$ cat config.mk
export PLATFORM = sky130hd
export DESIGN_NAME = pipeline_hazard_controller
export DESIGN_NICKNAME = d
export VERILOG_FILES = /design/src/rtl/pipeline_hazard_controller.sv
export SDC_FILE = /design/constraint.sdc
export NUM_CORES = 1
export LEC_CHECK = 0
export BUFFER_PORTS_ARGS = -buffer_cell sky130_fd_sc_hd__buf_4
export CELL_PAD_IN_SITES_DETAIL_PLACEMENT = 0
export CELL_PAD_IN_SITES_GLOBAL_PLACEMENT = 1
export CORE_MARGIN = 10
export CORE_UTILIZATION = 45
export CTS_CLUSTER_SIZE = 14
export DETAILED_ROUTE_END_ITERATION = 8
export PLACE_DENSITY_LB_ADDON = 0.1
export SKIP_LAST_GASP = 1
export SLEW_MARGIN = 5
export SYNTH_ARGS = -nofsm -noshare
export SYNTH_HDL_FRONTEND = slang
export SYNTH_SLANG_ARGS = --single-unit
export TNS_END_PERCENT = 10
$ cat constraint.sdc
create_clock -name clk -period 3.4 [get_ports clk]
set_input_delay 0.68 -clock clk [delete_from_list [all_inputs] [get_ports clk]]
set_output_delay 0.68 -clock clk [all_outputs]
set_load 0.005 [all_outputs]
$ cat src/rtl/pipeline_hazard_controller.sv
// Hazard and sequencing controller for a five-stage pipeline.
// It tracks in-flight destinations in E/M/W shadow stages and derives:
//   - ID-stage forwarding selects
//   - load-use stall / bubble control
//   - the post-reset boot window
//   - bring-up performance counters
module pipeline_hazard_controller #(
    parameter int BOOT_CYCLES = 4,
    parameter int CNT_W       = 32
) (
    input  logic             clk,
    input  logic             rstn,
    input  logic             id_valid,
    input  logic [4:0]       id_rs,
    input  logic [4:0]       id_rt,
    input  logic             id_use_rs,
    input  logic             id_use_rt,
    input  logic             id_wreg,
    input  logic             id_m2reg,
    input  logic [4:0]       id_dest,
    output logic [1:0]       fwda,
    output logic [1:0]       fwdb,
    output logic             stall,
    output logic             run,
    output logic [CNT_W-1:0] cycle_cnt,
    output logic [CNT_W-1:0] stall_cnt,
    output logic [CNT_W-1:0] retire_cnt
);

    localparam logic [3:0] BOOT_INIT = 4'(BOOT_CYCLES);

    // Shadow pipeline state. W is never forwarded, so only its valid bit
    // is kept (it feeds the retire counter).
    logic       e_valid_reg, e_wreg_reg, e_m2reg_reg;
    logic [4:0] e_dest_reg;
    logic       m_valid_reg, m_wreg_reg, m_m2reg_reg;
    logic [4:0] m_dest_reg;
    logic       w_valid_reg;
    logic [3:0] boot_cnt_reg;

    logic             load_use;
    logic [1:0]       fwd_sel [2];
    logic [4:0]       src_reg [2];
    logic             src_use [2];
    logic [CNT_W-1:0] cycle_cnt_reg, stall_cnt_reg, retire_cnt_reg;

    assign src_reg[0] = id_rs;
    assign src_reg[1] = id_rt;
    assign src_use[0] = id_use_rs;
    assign src_use[1] = id_use_rt;

    assign run = (boot_cnt_reg == 4'd0);

    // Load-use detection: the load in E cannot be forwarded yet.
    // A match on both rs and rt still gives a single stall.
    always_comb begin
        load_use = 1'b0;
        if (id_valid && e_valid_reg && e_wreg_reg && e_m2reg_reg && (e_dest_reg != 5'd0)) begin
            load_use = (id_use_rs && (e_dest_reg == id_rs)) ||
                       (id_use_rt && (e_dest_reg == id_rt));
        end
    end

    assign stall = !run || load_use;

    // Per-operand forwarding select.
    // Priority: E wins over M (youngest producer), and register 0 never matches.
    // Outputs are forced to regfile while the boot window is open.
    genvar gi;
    generate
        for (gi = 0; gi < 2; gi++) begin : g_fwd
            always_comb begin
                fwd_sel[gi] = 2'd0;
                if (run && src_use[gi] && (src_reg[gi] != 5'd0)) begin
                    if (e_valid_reg && e_wreg_reg && !e_m2reg_reg && (e_dest_reg == src_reg[gi]))
                        fwd_sel[gi] = 2'd1;
                    else if (m_valid_reg && m_wreg_reg && (m_dest_reg == src_reg[gi]))
                        fwd_sel[gi] = m_m2reg_reg ? 2'd3 : 2'd2;
                end
            end
        end
    endgenerate

    assign fwda = fwd_sel[0];
    assign fwdb = fwd_sel[1];

    // Boot window countdown: run holds off until the counter drains to zero.
    always_ff @(posedge clk or negedge rstn) begin
        if (!rstn)
            boot_cnt_reg <= BOOT_INIT;
        else if (boot_cnt_reg != 4'd0)
            boot_cnt_reg <= boot_cnt_reg - 4'd1;
    end

    // Shadow stage advance.
    // A bubble enters E whenever the pipeline is stalled or still booting.
    always_ff @(posedge clk or negedge rstn) begin
        if (!rstn) begin
            e_valid_reg <= 1'b0;
            e_wreg_reg  <= 1'b0;
            e_m2reg_reg <= 1'b0;
            e_dest_reg  <= 5'd0;
            m_valid_reg <= 1'b0;
            m_wreg_reg  <= 1'b0;
            m_m2reg_reg <= 1'b0;
            m_dest_reg  <= 5'd0;
            w_valid_reg <= 1'b0;
        end else begin
            w_valid_reg <= m_valid_reg;
            m_valid_reg <= e_valid_reg;
            m_wreg_reg  <= e_wreg_reg;
            m_m2reg_reg <= e_m2reg_reg;
            m_dest_reg  <= e_dest_reg;
            if (!stall) begin
                e_valid_reg <= id_valid;
                e_wreg_reg  <= id_wreg;
                e_m2reg_reg <= id_m2reg;
                e_dest_reg  <= id_dest;
            end else begin
                e_valid_reg <= 1'b0;
                e_wreg_reg  <= 1'b0;
                e_m2reg_reg <= 1'b0;
                e_dest_reg  <= 5'd0;
            end
        end
    end

    // Performance counters; they wrap freely.
    always_ff @(posedge clk or negedge rstn) begin
        if (!rstn) begin
            cycle_cnt_reg  <= '0;
            stall_cnt_reg  <= '0;
            retire_cnt_reg <= '0;
        end else begin
            if (run)
                cycle_cnt_reg <= cycle_cnt_reg + CNT_W'(1);
            if (run && load_use)
                stall_cnt_reg <= stall_cnt_reg + CNT_W'(1);
            if (w_valid_reg)
                retire_cnt_reg <= retire_cnt_reg + CNT_W'(1);
        end
    end

    assign cycle_cnt  = cycle_cnt_reg;
    assign stall_cnt  = stall_cnt_reg;
    assign retire_cnt = retire_cnt_reg;

endmodule

==> metrics <==
Top Ports 124; ANT cells 0; Initial Util 45.8%; Worst Path Required 2720 ps; DRC 0; RSZ-0062 raised after global routing false; Final min period 2960 ps; Slew headroom 55.5%; Reg clk slew, reported paths 50 ps; total area of sequential cells 2930 sq um; fmax 0.338 GHz; HP Class in -> async; prevailing post-synth register cell dfrtp_1; Post-synth EDFFs 0; Syn. warnings 0; worst-case register-to-register setup slack 990 ps; clock sinks 117; Core Area 12000 sq um; CTS tree done; share of post-route cells with drive strength above 1 28.0%; outcome complete, no violations; Die ar. 17000 sq um; Via density 5.20; CTS H-tree depth 4; Cells after Synth 496; synthesized flop and latch total 117; synth unique cells 46; ys async rst share 100%; die width 131 um; final-report max-slew violation count 0; most frequent cells in the layout 126 x buf_4, 116 x dfrtp_1, 63 x xnor2_1, 53 x nand2_1, 52 x xor2_1; Die H 131 um; gr usage total 15.8%; Setup Skew 8.52 ps; HPWL after detailed placement 9350 um; synthesized cell area 5500 sq um; Skew-Pair Late Insertion Delay 410 ps; crit path kind reg -> out; final core utilization 59.7%; maximum vdd drop 0.000318 V; # hold bufs at CTS 0; crit path DAT 2280 ps; r2r startpoint boot_cnt_reg[0]$_DFFE_PN0P_; first-pass iteration count of the detailed router 4; gpl congestion 0.814; count of input and output buffers 123; # Max-Cap Violations 0; # resized after CTS 0; commonest non-fill, non-tap cell in the layout buf_4; DR vias 4126; first-pass GRT wire length 21400 um; cell taking the most area after synthesis dfrtp_1; crit share post-route 87.0%; setup tns final 0 ps; Tightest Pin Transition 668 ps; post-route ant nets 0; syn avg cell area 11.1 sq um; Critical Path Source Type register; area of the multi-input gates 2490 sq um; CP Capture Type output port; Final Hold Vio Count 0; Post-CTS Setup Repair Bufs 0; top cell type's share of synthesized area 52.8%; Setup-failing EPs final 0; Clock Tree Buf Depth 2; R2R cell count 8; largest net degree at the start of global routing 118; sequential share of the synthesized area 53.2%; PD cells 479 nW/um^2; Routed WL per cell 16.2 um; Final nets 661; DRT Wirelength 12800 um; Cell Count, Final, Fillers Out 794; Num CTS Buffers 17; DRT iter0 DRCs 238; total power 3.44 mW; Rows 40; FILL cells 1052; Area Overhead vs Synth 30.3%; vias in the first global route 4336; synth top area cells dfrtp_1 53%, xnor2_1 10%, xor2_1 8.3%, nand2_1 3.6%, nand4_1 3.1%; worst r2r dst cycle_cnt[26]$_DFFE_PN0N_; Post-Syn Nets 523; Leakage Power 3.48 nW; clk root buf clkbuf_16; initial antenna violation count 0; CP Max Fanout 13; GR Overflow Total 0; Placed Cells 762
==> cells by family (layout without fill, tap and decap cells) <==
family          count (synthesis)  in the layout  share of synthesized area [%]
mux                             2              2                          0.409
flops                         117            117                           53.2
compound gates                  9              9                           1.25
fa+ha+maj                       5              5                           1.14
simple gates                  229            229                           24.1
buf+inv                        19            170                           1.57
xor+xnor                      115            115                           18.3
==> through the flow <==
step	setup slack (ps)	instance area (sq um)	hold slack (ps)
global route	307	7170	393
CTS	433	7170	382
finish	441	7170	287
global placement	740	6610	361
floorplan	911	5500	354
detailed placement	718	6610	371
==> per-layer routing <==
metal | part of all wire (%) | vias to the layer above | track usage (%) | wire, um
met4 | 1.8 | 0 | 6.67 | 225
met1 | 43 | 2018 | 19.6 | 5500
met2 | 49 | 101 | 24.8 | 6270
met3 | 6.7 | 17 | 5.08 | 859
li1 | - | 1990 | - | -
met5 | 0 | - | 0 | 0
==> power breakdown <==
| group | total (mW) | switching [mW] | internal (mW) |
|---|---|---|---|
| sequential | 1.52 | 0.0745 | 1.45 |
| clock | 1.68 | 0.584 | 1.10 |
| combinational | 0.234 | 0.104 | 0.130 |
==> layout make-up <==
type                       instances  area share [%]
timing repair buffer             127            13.5
clock inverter                     4           0.628
clock buffer                      28            7.21
sequential                       117            40.9
multi-input combinational        360            34.7
tap                              147            2.57
inverter                          11           0.576
==> worst max path at each step <==
| stage | startpoint | end | slack [ps] | cells after the start |
|---|---|---|---|---|
| after floorplan | id_rt[2] | stall | 910 | 6 |
| after global placement | id_rt[4] | stall | 740 | 7 |
| after detailed placement | id_rt[4] | stall | 720 | 7 |
| after CTS | boot_cnt_reg[0]$_DFFE_PN0P_ | fwda[1] | 430 | 7 |
| after global routing | boot_cnt_reg[0]$_DFFE_PN0P_ | fwda[1] | 310 | 7 |
| final | boot_cnt_reg[0]$_DFFE_PN0P_ | fwda[1] | 440 | 7 |
==> worst max-delay path: stages, from the launching register on <==
cell	delay, ps
dfrtp_1	400
inv_1	90
ha_1	160
or3b_4	500
clkinv_1	180
o211ai_1	130
nor3b_1	250
buf_4	160
==> cells in the mapped netlist (all sizes together), types with 10 or more instances <==
cell type and number:
and3 16, dfrtp 116, inv 10, nand2 53, nand3 33, nand4 28, nor2 33, nor3 26
nor4 15, xnor2 63, xor2 52
(Power assumes the default switching activity.)
